`src/rtl/conv_seq.sv`:
```
// Sequencer for the 5x5 convolution datapath: loads kernels, then per output pixel loads the
// window and writes one result per output channel through the single DRAM port.
module conv_seq #(
  parameter int DATA_WIDTH = 32,
  parameter int ADDR_WIDTH = 18,
  parameter int KNL_DIM    = 5,
  parameter int KNL_MAXNUM = 16
) (
  input  logic                  clk,
  input  logic                  rst,
  input  logic                  start,
  input  logic [5:0]            num_knls,
  input  logic [5:0]            ifmap_w,
  input  logic                  first_chnl,
  input  logic [ADDR_WIDTH-1:0] knl_base,
  input  logic [ADDR_WIDTH-1:0] ifmap_base,
  input  logic [ADDR_WIDTH-1:0] ofmap_base,
  input  logic                  dram_valid,
  output logic [ADDR_WIDTH-1:0] addr_rd,
  output logic [ADDR_WIDTH-1:0] addr_wr,
  output logic                  dram_en_rd,
  output logic                  dram_en_wr,
  output logic                  en_ld_knl,
  output logic                  en_ld_ifmap,
  output logic                  disable_acc,
  output logic [4:0]            ochnl_idx,
  output logic                  busy,
  output logic                  done
);

  localparam int AW       = ADDR_WIDTH;
  localparam int KNL_SIZE = KNL_DIM * KNL_DIM;
  localparam logic [2:0] WIN_LAST = 3'(KNL_DIM - 1);

  typedef enum logic [2:0] {
    S_IDLE,
    S_KNL,
    S_WIN,
    S_OUT_WR,
    S_OUT_RD,
    S_FIN
  } state_t;

  state_t state, state_nxt;

  logic [5:0]    nk_q;
  logic [5:0]    w_q;
  logic [5:0]    wo_q;
  logic [AW-1:0] stride_q;
  logic          first_q;
  logic [AW-1:0] knl_base_q;
  logic [AW-1:0] ifmap_base_q;
  logic [AW-1:0] ofmap_base_q;
  logic [8:0]    n_q;
  logic [8:0]    n_last_q;
  logic [2:0]    win_r;
  logic [2:0]    win_c;
  logic [5:0]    ox_q;
  logic [5:0]    oy_q;

  logic          cfg_ok;
  logic          knl_last;
  logic          win_last;
  logic          k_last;
  logic          pix_last;
  logic          out_step;
  logic [2:0]    nx_r;
  logic [2:0]    nx_c;
  logic [5:0]    nx_ox;
  logic [5:0]    nx_oy;
  logic [5:0]    wo_in;
  logic [AW-1:0] win_nxt_addr;
  logic [AW-1:0] win_pix_addr;
  logic [AW-1:0] out_addr;
  logic [AW-1:0] out_nxt_addr;

  assign cfg_ok   = (num_knls != 6'd0) && (num_knls <= 6'(KNL_MAXNUM)) && (ifmap_w >= 6'(KNL_DIM));
  assign wo_in    = ifmap_w - 6'(KNL_DIM - 1);
  assign knl_last = (n_q == n_last_q);
  assign win_last = (win_c == WIN_LAST) && (win_r == WIN_LAST);
  assign k_last   = ({1'b0, ochnl_idx} == (nk_q - 6'd1));
  assign pix_last = (ox_q == (wo_q - 6'd1)) && (oy_q == (wo_q - 6'd1));
  assign out_step = (state == S_OUT_WR) || ((state == S_OUT_RD) && dram_valid);

  // Window walks column-major (row inner); pixels walk ox inner, oy outer.
  always_comb begin
    nx_r  = win_r + 3'd1;
    nx_c  = win_c;
    if (win_r == WIN_LAST) begin
      nx_r = '0;
      nx_c = win_c + 3'd1;
    end
    nx_ox = ox_q + 6'd1;
    nx_oy = oy_q;
    if (ox_q == (wo_q - 6'd1)) begin
      nx_ox = '0;
      nx_oy = oy_q + 6'd1;
    end
  end

  always_comb begin
    win_nxt_addr = ifmap_base_q + (AW'(oy_q) + AW'(nx_r)) * AW'(w_q) + AW'(ox_q) + AW'(nx_c);
    win_pix_addr = ifmap_base_q + AW'(nx_oy) * AW'(w_q) + AW'(nx_ox);
    out_addr     = ofmap_base_q + AW'(oy_q) * AW'(wo_q) + AW'(ox_q);
    out_nxt_addr = addr_wr + stride_q;
  end

  always_ff @(posedge clk or posedge rst) begin
    if (rst) begin
      state <= S_IDLE;
    end else begin
      state <= state_nxt;
    end
  end

  always_comb begin
    state_nxt = state;
    unique case (state)
      S_IDLE:   if (start && cfg_ok) state_nxt = S_KNL;
      S_KNL:    if (dram_valid && knl_last) state_nxt = S_WIN;
      S_WIN:    if (dram_valid && win_last) state_nxt = first_q ? S_OUT_WR : S_OUT_RD;
      S_OUT_WR,
      S_OUT_RD: if (out_step && k_last) state_nxt = pix_last ? S_FIN : S_WIN;
      S_FIN:    state_nxt = S_IDLE;
      default:  state_nxt = S_IDLE;
    endcase
  end

  // The read-modify-write write fires in the same cycle the partial sum returns.
  always_comb begin
    en_ld_knl   = (state == S_KNL) && dram_valid;
    en_ld_ifmap = (state == S_WIN) && dram_valid;
    dram_en_wr  = out_step;
    disable_acc = (state == S_OUT_WR);
  end

  always_ff @(posedge clk or posedge rst) begin
    if (rst) begin
      nk_q         <= '0;
      w_q          <= '0;
      wo_q         <= '0;
      stride_q     <= '0;
      first_q      <= 1'b0;
      knl_base_q   <= '0;
      ifmap_base_q <= '0;
      ofmap_base_q <= '0;
      n_q          <= '0;
      n_last_q     <= '0;
      win_r        <= '0;
      win_c        <= '0;
      ox_q         <= '0;
      oy_q         <= '0;
      addr_rd      <= '0;
      addr_wr      <= '0;
      dram_en_rd   <= 1'b0;
      ochnl_idx    <= '0;
      busy         <= 1'b0;
      done         <= 1'b0;
    end else begin
      dram_en_rd <= 1'b0;
      done       <= 1'b0;
      unique case (state)
        S_IDLE: begin
          if (start) begin
            if (cfg_ok) begin
              nk_q         <= num_knls;
              w_q          <= ifmap_w;
              wo_q         <= wo_in;
              stride_q     <= AW'(wo_in) * AW'(wo_in);
              first_q      <= first_chnl;
              knl_base_q   <= knl_base;
              ifmap_base_q <= ifmap_base;
              ofmap_base_q <= ofmap_base;
              n_q          <= '0;
              n_last_q     <= 9'(num_knls) * 9'(KNL_SIZE) - 9'd1;
              win_r        <= '0;
              win_c        <= '0;
              ox_q         <= '0;
              oy_q         <= '0;
              ochnl_idx    <= '0;
              busy         <= 1'b1;
              dram_en_rd   <= 1'b1;
              addr_rd      <= knl_base;
            end else begin
              done <= 1'b1;
            end
          end
        end
        S_KNL: begin
          if (dram_valid) begin
            dram_en_rd <= 1'b1;
            if (knl_last) begin
              addr_rd <= ifmap_base_q;
            end else begin
              n_q     <= n_q + 9'd1;
              addr_rd <= knl_base_q + AW'(n_q) + AW'(1);
            end
          end
        end
        S_WIN: begin
          if (dram_valid) begin
            if (win_last) begin
              win_r     <= '0;
              win_c     <= '0;
              ochnl_idx <= '0;
              addr_wr   <= out_addr;
              if (!first_q) begin
                dram_en_rd <= 1'b1;
                addr_rd    <= out_addr;
              end
            end else begin
              win_r      <= nx_r;
              win_c      <= nx_c;
              dram_en_rd <= 1'b1;
              addr_rd    <= win_nxt_addr;
            end
          end
        end
        S_OUT_WR,
        S_OUT_RD: begin
          if (out_step) begin
            if (k_last) begin
              if (pix_last) begin
                busy <= 1'b0;
                done <= 1'b1;
              end else begin
                ox_q       <= nx_ox;
                oy_q       <= nx_oy;
                dram_en_rd <= 1'b1;
                addr_rd    <= win_pix_addr;
              end
            end else begin
              ochnl_idx <= ochnl_idx + 5'd1;
              addr_wr   <= out_nxt_addr;
              if (!first_q) begin
                dram_en_rd <= 1'b1;
                addr_rd    <= out_nxt_addr;
              end
            end
          end
        end
        default: ;
      endcase
    end
  end

endmodule

```
`config.mk`:
```
export PLATFORM = sky130hd
export DESIGN_NAME = conv_seq
export DESIGN_NICKNAME = d
export VERILOG_FILES = /design/src/rtl/conv_seq.sv
export SDC_FILE = /design/constraint.sdc
export NUM_CORES = 1
export LEC_CHECK = 0
export CAP_MARGIN = 20
export CORE_UTILIZATION = 55
export CTS_BUF_LIST = sky130_fd_sc_hd__clkbuf_16
export CTS_CLUSTER_SIZE = 20
export DETAILED_ROUTE_END_ITERATION = 10
export PLACE_DENSITY = 0.72
export SETUP_SLACK_MARGIN = 0.4
export SYNTH_ARGS = -nofsm -noshare
export SYNTH_HDL_FRONTEND = slang
export SYNTH_SLANG_ARGS = --single-unit
```
`constraint.sdc`:
```
create_clock -name clk -period 7.25 [get_ports clk]
set_input_delay 1.0875 -clock clk [delete_from_list [all_inputs] [get_ports clk]]
set_output_delay 1.0875 -clock clk [all_outputs]
set_load 0.005 [all_outputs]
```
==> results.toml, run 1 <==
[outcome]
status = "complete, no violations"

[die]
dieHeight_um = 178
start_util = 0.560
die_w_um = 178
io_pins = 119
core_area_um2 = 30600
die-area_um2 = 31800
placementRows = 64

[cells_and_area]
final_cells = 2546
area.growth.synth_to_final_pct = 14.2
final_area_um2 = 19600
final_layout_size_suffix_gt1_frac = 0.0619
fillers = 2615
diodes = 0
nets = 2498

[place]
io_buffers = 118
dp.cells = 2509
post-dp-hpwl_mm = 40.9
gp_congestion = 0.996
dpl-instance-area_um2 = 18700
place_ws_ns = 0.0728

[setup_path]
critPathRequiredTime_ns = 7.57
start_kind = "flip-flop"
crit_path_max_fanout = 7
crit_start = "win_r[0]"
cp-endpoint = "addr_rd[13]"
reg2reg_from = "win_r[0]"
arrival_ns = 6.90
rrSetupSlack_ns = 0.67
reg2reg_to = "addr_rd[13]"
criticalPathCategory = "flip-flop to flip-flop"
end_kind = "flip-flop"
r2r_cells = 24

[timing]
setup_viol = 0
rsz0062_at_grt = "no"
slew_headroom = 0.261
slew_violations = 0
hold_violations = 0
fin_setup_tns_ns = 0
finalCriticalPeriod_ns = 6.58
layout_worst_path_cycle_share = 0.907
fmax_mhz = 152
worst_clock_skew_ns = 0.0163
worst_pin_slew_ns = 1.10
setup_ws_ns = 0.675

[power_and_ir_drop]
p_per_area_nw_per_um2 = 413
ir_drop_mv = 0.264
p_leak_nw = 9.45
finalPower_mw = 8.08

[flow_run]
cap_viol_max_count = 0

[route]
first_iter_violations = 1356
drc = 0
routedWlPerCell_um = 20.4
drt-total-wl_mm = 52.0
first_pass_iters = 7
detail_route.vias_per_cell = 5.92
ant_nets = 0
via_count = 15100

[global_route]
grt_max_degree = 71
antenna_found_initial = 1
grt_pass1_vias = 14800
grt_pass1_wl_mm = 82.4
overflow = 0
groute.usage.overall = 0.342

[clock_tree]
numCtsBuffers = 17
cts.path.max_buffers = 2
cts_root_buf = "clkbuf_16"
clkTransAtPathRegs_ns = 0.07
clock_sinks = 164
htree_num_levels = 4
cts_hold_buf = 0
insertion_delay_ns = 0.45
tritoncts = "built"

[min_path]
worstHoldPathCells = 2
worstHoldPathType = "flip-flop to flip-flop"

[yosys]
synth_edf_count = 0
yosysWarningCount = 0
ys_ff_latch = 164
synth_cells = 2048
synth.avg_cell_area_um2 = 8.36
synth_cell_types = 83
yosysSeqAreaShare = 0.240
async_flop_share = 1.00
synthFlopType = "dfrtp_1"
syn-num-nets = 2409
syn_area_um2 = 17100
==> Yosys cell counts, drive strengths merged (15+ instances only) <==
| cell type | instances | area, um2 |
|---|---|---|
| nand3 | 33 | 165 |
| inv | 231 | 867 |
| a31oi | 29 | 181 |
| nand2 | 352 | 1320 |
| and2 | 53 | 332 |
| o21ai | 132 | 661 |
| buf | 23 | 114 |
| clkbuf | 63 | 236 |
| ha | 179 | 2240 |
| fa | 111 | 2220 |
| a21oi | 96 | 484 |
| nand2b | 21 | 131 |
| nor2b | 23 | 144 |
| nor3 | 18 | 90.1 |
| xor2 | 49 | 429 |
| dfrtp | 164 | 4100 |
| nor2 | 118 | 445 |
| mux2i | 15 | 150 |
| xnor2 | 85 | 744 |
| a21o | 27 | 203 |
==> through the flow <==
| stage | utilization | hold slack [ns] |
|---|---|---|
| finish | 0.639 | 0.482 |
| global placement | 0.612 | 0.461 |
| floorplan | - | 0.443 |
| global route | 0.639 | 0.504 |
| CTS | 0.634 | 0.485 |
| detailed placement | 0.612 | 0.466 |
==> what timing repair did <==
item	in CTS	in global routing
buffers inserted	0	4
endpoints found under the hold margin	0	0
pin swaps	0	5
setup endpoints to repair	4	11
gates resized for setup	9	26
==> report_power, final <==
part | total [mW] | internal [mW] | switching, mW
Sequential | 1.84 | 1.30 | 0.540
Clock | 0.988 | 0.554 | 0.434
Combinational | 5.26 | 2.11 | 3.14
Total | 8.08 | 3.96 | 4.12
==> placed cells by master (no fill, tap or decap), types with 8 or more instances in the layout <==
cell type	Yosys	final
nor2_1	117	116
o31ai_1	9	9
clkbuf_16	0	17
and2_1	53	51
nand2b_1	21	21
inv_1	227	227
nor3_1	18	17
fa_1	111	110
and3_1	11	11
nand2_1	352	351
nor2b_1	23	23
o2111ai_1	8	8
buf_4	1	37
clkdlybuf4s50_1	0	118
o211ai_1	8	8
o22ai_1	10	10
xnor2_1	85	83
nand4_1	14	14
a211oi_1	14	10
a221oi_1	11	9
a21o_1	27	27
o21ai_0	122	118
xor2_1	49	47
mux2i_1	15	15
a31oi_1	29	28
ha_1	179	176
a21oi_1	95	92
nand3_1	33	33
dfrtp_1	164	164
o21ai_1	10	12
o21a_1	8	8
or3_1	9	9
o21bai_1	13	13
==> worst min path at each step <==
stage | slack (ns) | start | endpoint
2_1_floorplan | 0.44 | stride_q[2] | stride_q[2]
3_3_place_gp | 0.46 | stride_q[2] | stride_q[2]
3_5_place_dp | 0.47 | stride_q[2] | stride_q[2]
4_1_cts | 0.48 | stride_q[2] | stride_q[2]
5_1_grt | 0.50 | stride_q[2] | stride_q[2]
6_report | 0.48 | stride_q[2] | stride_q[2]
==> routing by layer <==
layer | up-vias | GRT usage | routed length, um
met3 | 127 | 0.0554 | 3220
met5 | - | 0 | 0
met1 | 7326 | 0.463 | 22700
met4 | 0 | 0.155 | 2520
met2 | 556 | 0.536 | 23600
li1 | 7053 | - | -
==> cell families after synthesis <==
| logic type | count (synthesis) | synth area share |
|---|---|---|
| simple gates | 687 | 0.182 |
| compound gates | 432 | 0.162 |
| buf+inv | 317 | 0.0711 |
| fa+ha+maj | 290 | 0.261 |
| flops | 164 | 0.240 |
| xor+xnor | 136 | 0.0712 |
| mux | 22 | 0.0134 |
==> sequential cells by signal, summed over array words and instances (netlist names), 4 cells and up <==
name / count
ofmap_base_q: 18
ochnl_idx: 5
addr_wr: 18
n_last_q: 9
n_q: 9
ox_q: 6
oy_q: 6
wo_q: 4
knl_base_q: 18
nk_q: 6
addr_rd: 18
stride_q: 10
ifmap_base_q: 18
w_q: 6
==> layout make-up <==
| class | count | area, um2 | area share |
|---|---|---|---|
| Multi-Input combinational cell | 1567 | 12000 | 0.612 |
| Tap cell | 396 | 495 | 0.0253 |
| Sequential cell | 164 | 4100 | 0.210 |
| Timing Repair Buffer | 156 | 1490 | 0.0760 |
| Clock buffer | 17 | 425 | 0.0218 |
| Clock inverter | 15 | 194 | 0.00992 |
| Inverter | 231 | 872 | 0.0446 |
==> critical path, stage by stage, from the launching register on <==
cell,delay [ns]
dfrtp_1,0.42
inv_1,0.07
ha_2,0.25
nand2_2,0.13
and2_1,0.26
ha_1,0.31
a21o_1,0.20
a21oi_2,0.22
xnor2_1,0.29
and2_1,0.23
fa_1,0.46
fa_1,0.52
fa_1,0.55
inv_1,0.05
fa_1,0.52
inv_1,0.04
ha_1,0.34
o21ai_1,0.17
nor2b_1,0.19
nor2_1,0.07
a21o_1,0.24
a311oi_2,0.34
xnor2_1,0.15
a221oi_2,0.32
a21oi_1,0.10
Note: power is estimated with default switching activity, not from simulation.
==> run 2, diff against run 1 <==
HOLD_SLACK_MARGIN = 0.05   (was unset)
==> results of run 2 <==
Same layout as run 1: the final DEF is identical, and so are final timing and power.
